File: src/rtl/slap_arb_pkg.sv
// slap_arb_pkg: shared constants and helpers for the slap round-robin arbiter.
//   src_w()        width of a requester index (at least 1 bit)
//   n_req_legal()  true when a requester count is in the supported range
//   OUT_*_RST      reset values of the registered output beat
package slap_arb_pkg;

  localparam int N_REQ_MIN = 32'sd2;
  localparam int N_REQ_MAX = 32'sd16;

  localparam int unsigned OUT_DATA_RST = 32'd0;
  localparam int unsigned OUT_SRC_RST  = 32'd0;

  // Ceiling log2 with a floor of one bit so N_REQ=2 still gets a real index.
  function automatic int src_w(input int n);
    int w;
    w = 32'sd1;
    for (int i = 1; i < 31; i++) begin
      if ((32'sd1 << i) < n) begin
        w = i + 32'sd1;
      end else begin
        w = w;
      end
    end
    return w;
  endfunction

  function automatic bit n_req_legal(input int n);
    return (n >= N_REQ_MIN) && (n <= N_REQ_MAX);
  endfunction

endpackage

File: src/rtl/slap_rr_arbiter_if.sv
// slap_rr_arbiter_if: requester-side and downstream handshake bundle.
//   req_valid/req_data/req_ready  N_REQ valid/ready requester beats
//   req_last                      burst terminator (only with SLAP_ARB_LOCK_EN)
//   out_valid/out_data/out_src    registered output beat and its source index
//   out_ready                     downstream accept
// Modport master is the arbiter's view; slave is the surrounding logic's view.
interface slap_rr_arbiter_if #(
  parameter int N_REQ  = 4,
  parameter int DATA_W = 8
);
  import slap_arb_pkg::*;

  localparam int SRC_W = src_w(N_REQ);

  logic [N_REQ-1:0]        req_valid;
  logic [N_REQ*DATA_W-1:0] req_data;
  logic [N_REQ-1:0]        req_ready;
  logic                    out_valid;
  logic [DATA_W-1:0]       out_data;
  logic [SRC_W-1:0]        out_src;
  logic                    out_ready;

`ifdef SLAP_ARB_LOCK_EN
  logic [N_REQ-1:0]        req_last;

  modport master (
    input  req_valid, req_data, req_last, out_ready,
    output req_ready, out_valid, out_data, out_src
  );
  modport slave (
    output req_valid, req_data, req_last, out_ready,
    input  req_ready, out_valid, out_data, out_src
  );
`else
  modport master (
    input  req_valid, req_data, out_ready,
    output req_ready, out_valid, out_data, out_src
  );
  modport slave (
    output req_valid, req_data, out_ready,
    input  req_ready, out_valid, out_data, out_src
  );
`endif

endinterface

File: src/rtl/rr_pick.sv
// rr_pick: combinational rotate-priority picker.
//   req        request vector
//   ptr        highest-priority index; search ascends from here and wraps
//   gnt        one-hot grant (zero when nothing requests)
//   idx        encoded grant index
//   any_valid  at least one request present
module rr_pick #(
  parameter int N_REQ = 4,
  parameter int SRC_W = 2
) (
  input  logic [N_REQ-1:0] req,
  input  logic [SRC_W-1:0] ptr,
  output logic [N_REQ-1:0] gnt,
  output logic [SRC_W-1:0] idx,
  output logic             any_valid
);

  // Walk N_REQ positions from ptr with a modulo wrap; first hit wins.
  always_comb begin
    int pos_s;
    gnt       = '0;
    idx       = '0;
    any_valid = 1'b0;
    pos_s     = 32'sd0;
    for (int i = 0; i < N_REQ; i++) begin
      pos_s = int'(ptr) + i;
      if (pos_s >= N_REQ) begin
        pos_s = pos_s - N_REQ;
      end else begin
        pos_s = pos_s;
      end
      if (!any_valid && req[pos_s]) begin
        any_valid  = 1'b1;
        idx        = SRC_W'(pos_s);
        gnt[pos_s] = 1'b1;
      end else begin
        any_valid = any_valid;
      end
    end
  end

endmodule

File: src/rtl/slap_rr_arbiter.sv
// slap_rr_arbiter: round-robin arbiter feeding one registered output stage.
//   clk, rst  rising-edge clock, synchronous active-high reset
//   bus       slap_rr_arbiter_if.master (requester beats in, one beat out)
// One beat per cycle, one clock of latency. Optional macro SLAP_ARB_LOCK_EN
// adds req_last and keeps a requester granted until its burst ends.
module slap_rr_arbiter #(
  parameter int N_REQ  = 4,
  parameter int DATA_W = 8
) (
  input logic               clk,
  input logic               rst,
  slap_rr_arbiter_if.master bus
);
  import slap_arb_pkg::*;

  localparam int SRC_W  = src_w(N_REQ);
  // An out-of-range N_REQ yields an arbiter that never accepts anything.
  localparam bit CFG_OK = n_req_legal(N_REQ);

  logic                 out_valid_r;
  logic [DATA_W-1:0]    out_data_r;
  logic [SRC_W-1:0]     out_src_r;
  logic [SRC_W-1:0]     ptr_r;
  logic [SRC_W-1:0]     ptr_inc_s;
  logic [SRC_W-1:0]     ptr_next_s;
  logic [N_REQ-1:0]     req_elig_s;
  logic [N_REQ-1:0]     gnt_s;
  logic [SRC_W-1:0]     idx_s;
  logic                 any_s;
  logic                 load_s;

  // The output register can take a new beat when empty or draining this cycle.
  assign load_s = CFG_OK && (!out_valid_r || bus.out_ready);

  rr_pick #(
    .N_REQ (N_REQ),
    .SRC_W (SRC_W)
  ) u_pick (
    .req       (req_elig_s),
    .ptr       (ptr_r),
    .gnt       (gnt_s),
    .idx       (idx_s),
    .any_valid (any_s)
  );

  // Successor of the granted index, wrapping at N_REQ-1 (not at a power of two).
  always_comb begin
    if (idx_s == SRC_W'(N_REQ - 1)) begin
      ptr_inc_s = '0;
    end else begin
      ptr_inc_s = idx_s + SRC_W'(1);
    end
  end

`ifdef SLAP_ARB_LOCK_EN
  logic             lock_r;
  logic [SRC_W-1:0] lock_id_r;

  // While a burst is open only its owner is eligible.
  always_comb begin
    req_elig_s = bus.req_valid;
    if (lock_r) begin
      req_elig_s            = '0;
      req_elig_s[lock_id_r] = bus.req_valid[lock_id_r];
    end else begin
      req_elig_s = bus.req_valid;
    end
  end

  // Pointer moves only when a burst closes, landing just past its owner.
  assign ptr_next_s = bus.req_last[idx_s] ? ptr_inc_s : ptr_r;

  // Burst lock: opened by a non-last beat, closed by a last beat.
  always_ff @(posedge clk) begin
    if (rst) begin
      lock_r    <= 1'b0;
      lock_id_r <= '0;
    end else if (load_s && any_s) begin
      if (bus.req_last[idx_s]) begin
        lock_r <= 1'b0;
      end else begin
        lock_r    <= 1'b1;
        lock_id_r <= idx_s;
      end
    end else begin
      lock_r <= lock_r;
    end
  end
`else
  assign req_elig_s = bus.req_valid;
  assign ptr_next_s = ptr_inc_s;
`endif

  // Ready is the grant qualified by load; forced low while in reset.
  assign bus.req_ready = (load_s && !rst) ? gnt_s : '0;

  // Output stage and round-robin pointer.
  always_ff @(posedge clk) begin
    if (rst) begin
      out_valid_r <= 1'b0;
      out_data_r  <= DATA_W'(OUT_DATA_RST);
      out_src_r   <= SRC_W'(OUT_SRC_RST);
      ptr_r       <= '0;
    end else if (load_s) begin
      if (any_s) begin
        out_valid_r <= 1'b1;
        out_data_r  <= bus.req_data[int'(idx_s)*DATA_W +: DATA_W];
        out_src_r   <= idx_s;
        ptr_r       <= ptr_next_s;
      end else begin
        out_valid_r <= 1'b0;
      end
    end else begin
      out_valid_r <= out_valid_r;
    end
  end

  assign bus.out_valid = out_valid_r;
  assign bus.out_data  = out_data_r;
  assign bus.out_src   = out_src_r;

endmodule

File: src/flat_wrapper.sv
// flat-port wrapper written by rule: the top's interface ports become plain ports
module slap_rr_arbiter_flat import slap_arb_pkg::*;
#(
  parameter int N_REQ  = 4,
  parameter int DATA_W = 8
)
  (clk, rst, bus_req_valid, bus_req_data, bus_out_ready, bus_req_ready, bus_out_valid, bus_out_data, bus_out_src);
  slap_rr_arbiter_if #(.N_REQ(N_REQ), .DATA_W(DATA_W)) bus_i ();
  input logic clk;
  input logic rst;
  input wire logic [$bits(bus_i.req_valid)-1:0] bus_req_valid;
  input wire logic [$bits(bus_i.req_data)-1:0] bus_req_data;
  input wire logic [$bits(bus_i.out_ready)-1:0] bus_out_ready;
  output wire logic [$bits(bus_i.req_ready)-1:0] bus_req_ready;
  output wire logic [$bits(bus_i.out_valid)-1:0] bus_out_valid;
  output wire logic [$bits(bus_i.out_data)-1:0] bus_out_data;
  output wire logic [$bits(bus_i.out_src)-1:0] bus_out_src;
  assign bus_i.req_valid = bus_req_valid;
  assign bus_i.req_data = bus_req_data;
  assign bus_i.out_ready = bus_out_ready;
  assign bus_req_ready = bus_i.req_ready;
  assign bus_out_valid = bus_i.out_valid;
  assign bus_out_data = bus_i.out_data;
  assign bus_out_src = bus_i.out_src;
  slap_rr_arbiter #(.N_REQ(N_REQ), .DATA_W(DATA_W)) u_core (.clk(clk), .rst(rst), .bus(bus_i));
endmodule
File: config.mk
export PLATFORM = sky130hd
export DESIGN_NAME = slap_rr_arbiter_flat
export DESIGN_NICKNAME = d
export VERILOG_FILES = /design/src/rtl/slap_arb_pkg.sv /design/src/rtl/slap_rr_arbiter_if.sv /design/src/rtl/rr_pick.sv /design/src/rtl/slap_rr_arbiter.sv /design/src/flat_wrapper.sv
export SDC_FILE = /design/constraint.sdc
export NUM_CORES = 1
export LEC_CHECK = 0
export BUFFER_PORTS_ARGS = -buffer_cell sky130_fd_sc_hd__buf_2
export CAP_MARGIN = 20
export CORE_AREA = 4 4 54 56
export CTS_CLUSTER_SIZE = 40
export DETAILED_ROUTE_END_ITERATION = 8
export DIE_AREA = 0 0 58 60
export PLACE_DENSITY = 0.89
export SKIP_LAST_GASP = 1
export SYNTH_ARGS = -nofsm -noshare
export SYNTH_HDL_FRONTEND = slang
export SYNTH_HIERARCHICAL = 1
export SYNTH_SLANG_ARGS = --single-unit
File: constraint.sdc
create_clock -name clk -period 4.2 [get_ports clk]
set_input_delay 0.63 -clock clk [delete_from_list [all_inputs] [get_ports clk]]
set_output_delay 0.63 -clock clk [all_outputs]
set_load 0.05 [all_outputs]
==> impl_summary.log, run 1 <==
INFO  metric finalSetupViolations = 0
INFO  metric switching_fraction = 52.2%
INFO  metric cts_root_buf = sky130_fd_sc_hd__clkbuf_4
INFO  metric power_switching = 586 uW
INFO  metric grt.total_usage = 18.8%
INFO  metric final_hold_viol_count = 0
INFO  metric drt-wirelength-per-cell = 15.2 um
INFO  metric vdd_ir_drop_max = 519 uV
INFO  metric startpoint_of_the_most_critical_setup_path = u_core/ptr_r[0]$_SDFFE_PP0P_
INFO  metric p_clk_share = under 10%
INFO  metric gp_congestion = 0.949
INFO  metric first_pass_grt_wire_length = slightly above 5000 um
INFO  metric cts_tree = built
INFO  metric synth_seq_cells = 13
INFO  metric startpoint_type = register
INFO  metric synth_area_per_cell = 9.69 um2
INFO  metric yosys.cell_types.count = 32
INFO  metric timing.critical_path.buf_inv = 2
INFO  metric critical_path_arrival = 3.08 ns
INFO  metric layout-drive-gt1-share = 42.4%
INFO  metric power.static_leakage = 0.655 nW
INFO  metric dr.pass1.iters = 5
INFO  metric grt_max_degree = 16
INFO  metric p_seq_share = 20.1%
INFO  metric synth.cell_area = roughly 1200 um2
INFO  metric post-route-cell-area = 1460 um2
INFO  metric design.final.nets = roughly 220
INFO  metric pwr_density_cell = 769 nW/um2
INFO  metric grt_antenna_before_repair = 0
INFO  metric criticalPathCategory = register to output pin
INFO  metric report.final.slew_viol_count = 0
INFO  metric timing.critical_path.fanout_max = 15
INFO  metric start_util = 48.6%
INFO  metric worst_slew_margin_rel = between 40 and 50%
INFO  metric ctsHtreeMaxLevel = 1
INFO  metric die_area = 3480 um2
INFO  metric comb_power_share = 72.7%
INFO  metric min_from = u_core/bus.out_data[6]$_SDFFE_PP0P_
INFO  metric place_area = 1440 um2
INFO  metric run_status = completed
INFO  metric antenna_cells = 0
INFO  metric core = 2430 um2
INFO  metric numClockSinks = 13
INFO  metric drt-total-wl = 3040 um
INFO  metric end_kind = output pin
INFO  metric cts.clk_slew.worst_paths = 0.08 ns
INFO  metric tightestPinTransition = around 0.8 ns
INFO  metric final_min_period_over_clock_period = 88.4%
INFO  metric die_h = roughly 60 um
INFO  metric drcViolationCount = 0
INFO  metric first_global_vias = 1220
INFO  metric critPathSlowestCell = sky130_fd_sc_hd__dfxtp_1
INFO  metric crit_path_cell_trace = inv_1 > ha_1 > mux4_2 > nor4b_4 > a22oi_1 > o21ai_0 > and2_1 > buf_2
INFO  metric fin_tns_setup = 0 ns
INFO  metric rsz_0062_raised_after_global_routing = false
INFO  metric clock_skew = 0.00480 ns
INFO  metric areaGrowthSynthToFinish = 23.6%
INFO  metric crit-reg2reg-launch = u_core/ptr_r[0]$_SDFFE_PP0P_
INFO  metric internal-power = ~540 uW
INFO  metric ios = 54
INFO  metric achievable-frequency = about 270 MHz
INFO  metric cts-resized-gates = 0
INFO  metric ys.warnings.count = 6
INFO  metric clockBufferDepth = 2
INFO  metric syn-num-nets = 170
INFO  metric path_delay_family = flip-flops
INFO  metric overflow = 0
INFO  metric post-cts-setup-buffer-count = 0
INFO  metric critical_path_required = 3.57 ns
INFO  metric io_buffer_count = between 50 and 60
INFO  metric synthesized_instance_count = 122
INFO  metric dr_total_vias = 1178
INFO  metric timing.final.crit_period = about 3.7 ns
INFO  metric number_of_hold_buffers_added_after_cts = 0
INFO  metric cp_slowest_stage_delay = 0.70 ns
INFO  metric insertion_delay = 0.29 ns
INFO  metric die_width = 58 um
INFO  metric avgViaCountPerCell = 5.89
INFO  metric remaining_number_of_nets_flagged_by_the_antenna_check_after_routing = 0
INFO  metric place.detailed.hpwl = 2440 um
INFO  metric synth_sequential_area_ratio = 22.0%
INFO  metric hp-class = register to register
INFO  metric max-cap-violations = 0
INFO  metric initial_drt_markers = 33
INFO  metric rows = 18
INFO  metric tritoncts_buffers = 3
==> power by group through the flow <==
| stage | sequential [mW] | combinational [mW] | clock (mW) |
|---|---|---|---|
| after CTS | 0.227 | 0.816 | 0.0822 |
| after floorplan | 0.381 | 0.531 | 0 |
| after detailed placement | 0.230 | 0.814 | 0 |
| final | 0.226 | 0.818 | 0.0804 |
| after global placement | 0.224 | 0.788 | 0 |
| after global routing | 0.237 | 0.888 | 0.0834 |
==> path summary, 6_finish.rpt <==
check / cells after the start / endpoint / slack (ns)
setup / recovery: 8 / bus_req_ready[2] / 0.49
hold / removal: 2 / u_core/bus.out_data[6]$_SDFFE_PP0P_ / 0.48
setup reg to reg: 9 / u_core/ptr_r[0]$_SDFFE_PP0P_ / 0.64
hold reg to reg: 2 / u_core/bus.out_data[6]$_SDFFE_PP0P_ / 0.48
==> cells by family (layout without fill, tap and decap cells) <==
logic type,count (synthesis),count (layout),synth area share [%]
AOI/OAI and AO/OA,43,43,21.1
and+or+nand+nor,27,27,14.0
muxes,15,15,26.6
buffers and inverters,15,63,6.88
DFF,13,13,22.0
adders and majority gates,9,9,9.52
==> layout make-up <==
class	instances	area, um2
timing repair buffer	54	273
fill	215	971
inverter	5	18.8
multi-input combinational	94	846
tap	30	37.5
sequential	13	260
clock buffer	4	26.3
==> flip-flops by register name (all words and copies together), names as in the netlist <==
name,count
u_core/ptr_r,2
u_core/bus.out_data,8
u_core/bus.out_valid,1
u_core/bus.out_src,2
==> layout by cell type (no fill, tap or decap), drive strengths merged <==
| master | Yosys | final |
|---|---|---|
| buf | 5 | 54 |
| o21ai | 17 | 17 |
| a21oi | 14 | 14 |
| dfxtp | 13 | 13 |
| mux4 | 12 | 12 |
| nand3 | 11 | 11 |
| ha | 9 | 9 |
| a22oi | 8 | 8 |
| inv | 5 | 5 |
| and2 | 4 | 4 |
| clkbuf | 5 | 4 |
| nor2 | 3 | 3 |
| nand2b | 2 | 2 |
| mux2 | 2 | 2 |
| nor2b | 1 | 1 |
| or4 | 1 | 1 |
| and2b | 1 | 1 |
| nor4b | 1 | 1 |
| o31ai | 1 | 1 |
| nor3 | 1 | 1 |
| mux2i | 1 | 1 |
| o211ai | 1 | 1 |
| nand2 | 1 | 1 |
| o311ai | 1 | 1 |
| nor4 | 1 | 1 |
| a32o | 1 | 1 |
==> cells in the mapped netlist <==
| cell type | instances | area share, % |
|---|---|---|
| sky130_fd_sc_hd__nor3_1 | 1 | 0.42 |
| sky130_fd_sc_hd__or4_1 | 1 | 0.64 |
| sky130_fd_sc_hd__a21oi_1 | 14 | 5.9 |
| sky130_fd_sc_hd__nor4b_4 | 1 | 2.0 |
| sky130_fd_sc_hd__o211ai_1 | 1 | 0.64 |
| sky130_fd_sc_hd__mux2i_1 | 1 | 0.85 |
| sky130_fd_sc_hd__nor2b_1 | 1 | 0.53 |
| sky130_fd_sc_hd__ha_1 | 9 | 9.5 |
| sky130_fd_sc_hd__inv_2 | 1 | 0.32 |
| sky130_fd_sc_hd__nand3_1 | 11 | 4.7 |
| sky130_fd_sc_hd__mux4_2 | 9 | 17 |
| sky130_fd_sc_hd__o21ai_0 | 13 | 5.5 |
| sky130_fd_sc_hd__a32o_1 | 1 | 0.85 |
| sky130_fd_sc_hd__o21ai_1 | 4 | 1.7 |
| sky130_fd_sc_hd__nand2b_1 | 2 | 1.1 |
| sky130_fd_sc_hd__o31ai_1 | 1 | 0.64 |
| sky130_fd_sc_hd__dfxtp_1 | 13 | 22 |
| sky130_fd_sc_hd__inv_1 | 4 | 1.3 |
| sky130_fd_sc_hd__clkbuf_2 | 1 | 0.42 |
| sky130_fd_sc_hd__and2_1 | 4 | 2.1 |
| sky130_fd_sc_hd__a22oi_1 | 8 | 5.1 |
| sky130_fd_sc_hd__o311ai_0 | 1 | 0.74 |
| sky130_fd_sc_hd__mux2_2 | 2 | 1.9 |
| sky130_fd_sc_hd__nor2_1 | 3 | 0.95 |
| sky130_fd_sc_hd__mux4_1 | 3 | 6.7 |
| sky130_fd_sc_hd__clkbuf_1 | 4 | 1.3 |
| sky130_fd_sc_hd__nor4_1 | 1 | 0.53 |
| sky130_fd_sc_hd__buf_6 | 3 | 2.9 |
| sky130_fd_sc_hd__and2b_2 | 1 | 0.74 |
| sky130_fd_sc_hd__buf_2 | 1 | 0.42 |
| sky130_fd_sc_hd__nand2_1 | 1 | 0.32 |
| sky130_fd_sc_hd__buf_1 | 1 | 0.32 |
==> worst reg2reg max path: stages, from the launching register on <==
cell and delay [ns]:
sky130_fd_sc_hd__dfxtp_1 0.70, sky130_fd_sc_hd__inv_1 0.20, sky130_fd_sc_hd__ha_1 0.41, sky130_fd_sc_hd__mux4_2 0.46, sky130_fd_sc_hd__nor4b_4 0.42, sky130_fd_sc_hd__nor2_1 0.09, sky130_fd_sc_hd__a32o_1 0.37, sky130_fd_sc_hd__ha_1 0.24
sky130_fd_sc_hd__or4_1 0.46, sky130_fd_sc_hd__a21oi_1 0.14
==> metrics by stage <==
| step | std cells | util, % | power, mW | setup slack (ns) | hold slack [ns] |
|---|---|---|---|---|---|
| CTS | 200 | 60.1 | 1.13 | 0.500 | 0.477 |
| global route | 200 | 60.1 | 1.21 | 0.224 | 0.498 |
| floorplan | 122 | - | 0.912 | 1.22 | 0.533 |
| detailed placement | 196 | 59.0 | 1.04 | 0.681 | 0.467 |
| global placement | 196 | 59.0 | 1.01 | 0.843 | 0.462 |
| finish | 200 | 60.1 | 1.12 | 0.487 | 0.479 |
==> per-layer routing <==
metal  track usage, %  share of wire (%)  vias up  wire (um)
met5                0                  0        -          0
met4             10.3                2.2        0         68
met3             1.94                9.0        7        273
met2             33.9                 50       73       1520
met1             21.9                 39      531       1180
li1                 -                  -      567          -
(Power assumes the default switching activity.)
==> run 2, diff against run 1 <==
Settings changed: CORE_AREA 4 4 54 56 to 4 4 68 70, DIE_AREA 0 0 58 60 to 0 0 72 74, PLACE_DENSITY 0.89 to 0.61.
==> run 2 against run 1 <==
Effect of this change:
- sequential share of layout area down 0.69 points
- clock power is 38% higher
- clock skew down 0.0017 ns
- first-iteration DRC count rose by 36%
- critical endpoint is now bus_req_ready[1]
==> impl_summary.log, run 2 (synthesized netlist as in run 1, its figures left out) <==
INFO  metric run_status = completed (unchanged)
INFO  metric vdd_ir_drop_max = 397 uV (was 519 uV)
INFO  metric timing.critical_path.fanout_max = 11 (was 15)
INFO  metric design.final.nets = 221 (was 219)
INFO  metric cp_slowest_stage_delay = 0.56 ns (was 0.70 ns)
INFO  metric final_min_period_over_clock_period = 84.0% (was 88.4%)
INFO  metric hp-class = register to register (unchanged)
INFO  metric number_of_hold_buffers_added_after_cts = 0 (unchanged)
INFO  metric first_global_vias = 1208 (was 1220)
INFO  metric crit_path_cell_trace = inv_1 > ha_1 > mux4_2 > nor4b_4 > a22oi_1 > o21ai_0 > and2_1 > buf_2 (unchanged)
INFO  metric most-common-layout-cells = 53 x sky130_fd_sc_hd__buf_2, 14 x sky130_fd_sc_hd__a21oi_1, 13 x sky130_fd_sc_hd__o21ai_0, 13 x sky130_fd_sc_hd__dfxtp_1, 11 x sky130_fd_sc_hd__nand3_1 (unchanged)
INFO  metric clockBufferDepth = 2 (unchanged)
INFO  metric drcViolationCount = 0 (unchanged)
INFO  metric place.detailed.hpwl = 2500 um (was 2440 um)
INFO  metric criticalPathCategory = register to output pin (unchanged)
INFO  metric insertion_delay = 0.24 ns (was 0.29 ns)
INFO  metric tightestPinTransition = 0.811 ns (was 0.806 ns)
INFO  metric first_pass_grt_wire_length = 5400 um (was 5140 um)
INFO  metric critical_path_required = 3.57 ns (about the same)
INFO  metric cts.clk_slew.worst_paths = 0.05 ns (was 0.08 ns)
INFO  metric tritoncts_buffers = 3 (unchanged)
INFO  metric overflow = 0 (unchanged)
INFO  metric rsz_0062_raised_after_global_routing = false (unchanged)
INFO  metric pwr_density_cell = 765 nW/um2 (was 769 nW/um2)
INFO  metric achievable-frequency = 283 MHz (was 269 MHz)
INFO  metric post-cts-setup-buffer-count = 0 (unchanged)
INFO  metric dr.pass1.iters = 4 (was 5)
INFO  metric die_area = 5330 um2 (was 3480 um2)
INFO  metric die_h = 74 um (was 60 um)
INFO  metric gp_congestion = 0.784 (was 0.949)
INFO  metric cts_tree = built (unchanged)
INFO  metric max-cap-violations = 0 (unchanged)
INFO  metric finalSetupViolations = 0 (unchanged)
INFO  metric rows = 23 (was 18)
INFO  metric clock_skew = 0.00308 ns (was 0.00480 ns)
INFO  metric ios = 54 (unchanged)
INFO  metric fin_tns_setup = 0 ns (unchanged)
INFO  metric timing.final.crit_period = 3.53 ns (was 3.71 ns)
INFO  metric end_kind = output pin (unchanged)
INFO  metric number_of_flip_flops_in_the_largest_register = 8 (unchanged)
INFO  metric remaining_number_of_nets_flagged_by_the_antenna_check_after_routing = 0 (unchanged)
INFO  metric grt_max_degree = 15 (was 16)
INFO  metric report.final.slew_viol_count = 0 (unchanged)
INFO  metric numClockSinks = 13 (unchanged)
INFO  metric ctsHtreeMaxLevel = 1 (unchanged)
INFO  metric start_util = 29.8% (was 48.6%)
INFO  metric post-place-ws = 0.788 ns (was 0.681 ns)
INFO  metric grt.total_usage = 12.7% (was 18.8%)
INFO  metric areaGrowthSynthToFinish = 28.6% (was 23.6%)
INFO  metric final_hold_viol_count = 0 (unchanged)
INFO  metric worst_hold_slack = 0.471 ns (was 0.479 ns)
INFO  metric worst_slew_margin_rel = 45.6% (was 46.1%)
INFO  metric initial_drt_markers = 45 (was 33)
INFO  metric critPathSlowestCell = sky130_fd_sc_hd__dfxtp_1 (unchanged)
INFO  metric cts_root_buf = sky130_fd_sc_hd__clkbuf_8 (was sky130_fd_sc_hd__clkbuf_4)
INFO  metric utilization = 38.3% (was 60.1%)
INFO  metric grt_antenna_before_repair = 0 (unchanged)
INFO  metric antenna_cells = 0 (unchanged)
INFO  metric drt-total-wl = 3090 um (was 3040 um)
INFO  metric layout_setup_ws = 0.671 ns (was 0.487 ns)
INFO  metric power.static_leakage = 0.673 nW (was 0.655 nW)
INFO  metric dr_total_vias = 1170 (was 1178)
INFO  metric report.power.total = 1.16 mW (was 1.12 mW)
INFO  metric drt-wirelength-per-cell = 13.9 um (was 15.2 um)
INFO  metric die_width = 72 um (was 58 um)
INFO  metric mostFrequentLayoutCell = sky130_fd_sc_hd__buf_2 (unchanged)
INFO  metric layout-drive-gt1-share = 43.0% (was 42.4%)
INFO  metric core = 3970 um2 (was 2430 um2)
INFO  metric avgViaCountPerCell = 5.27 (was 5.89)
INFO  metric cts-resized-gates = 0 (unchanged)
INFO  metric startpoint_type = register (unchanged)
INFO  metric critical_path_arrival = 2.90 ns (was 3.08 ns)
INFO  metric io_buffer_count = 53 (unchanged)
==> run 2: cell types whose count changed in the layout (fill, tap and decap cells not counted) <==
cell / delta
sky130_fd_sc_hd__buf_4: +2
sky130_fd_sc_hd__clkbuf_4: -3
sky130_fd_sc_hd__clkbuf_8: +3
==> run 2: power breakdown <==
group | internal [mW] | switching, mW | leakage [nW] | total [mW]
logic | 0.327 | 0.503 | 0.542 | 0.831
clock network | 0.0670 | 0.0442 | 0.0228 | 0.111
registers | 0.179 | 0.0428 | 0.108 | 0.222
==> run 2: cell type report <==
| type | count | area, um2 |
|---|---|---|
| Clock buffer | 4 | 45.0 |
| Inverter | 5 | 18.8 |
| Sequential cell | 13 | 260 |
| Timing Repair Buffer | 56 | 288 |
| Tap cell | 50 | 62.6 |
| Multi-Input combinational cell | 94 | 846 |
| Fill cell | 408 | 2450 |
==> run 2: per-stage QoR <==
stage / instances / instance area (um2)
after CTS: 222 / 1520
after floorplan: 122 / 1180
after detailed placement: 218 / 1480
final: 222 / 1520
after global routing: 222 / 1520
after global placement: 218 / 1480
==> run 2: path summary, 6_finish.rpt <==
| check | startpoint | to | slack (ns) | cells after the start |
|---|---|---|---|---|
| worst max-delay path | u_core/ptr_r[1]$_SDFFE_PP0P_ | bus_req_ready[1] | 0.67 | 8 |
| worst min-delay path | u_core/bus.out_data[2]$_SDFFE_PP0P_ | u_core/bus.out_data[2]$_SDFFE_PP0P_ | 0.47 | 2 |
| worst max register to register | u_core/ptr_r[1]$_SDFFE_PP0P_ | u_core/ptr_r[0]$_SDFFE_PP0P_ | 0.75 | 9 |
| worst min register to register | u_core/bus.out_data[2]$_SDFFE_PP0P_ | u_core/bus.out_data[2]$_SDFFE_PP0P_ | 0.47 | 2 |
==> run 2: routing by layer <==
metal,GRT usage (%),share of wire [%],vias up
met2,20.6,43,64
met5,0,0,-
met4,5.43,1.2,0
li1,-,-,574
met1,16.4,45,528
met3,2.97,10,4
==> run 2: worst max-delay path, delay by kind of cell, from the launching register on <==
kind                       cells  cell delay [ns]
adders and majority gates      1             0.41
and+or+nand+nor                2             0.56
buffers and inverters          2             0.44
DFF                            1             0.56
muxes                          1             0.45
AOI/OAI and AO/OA              2             0.21
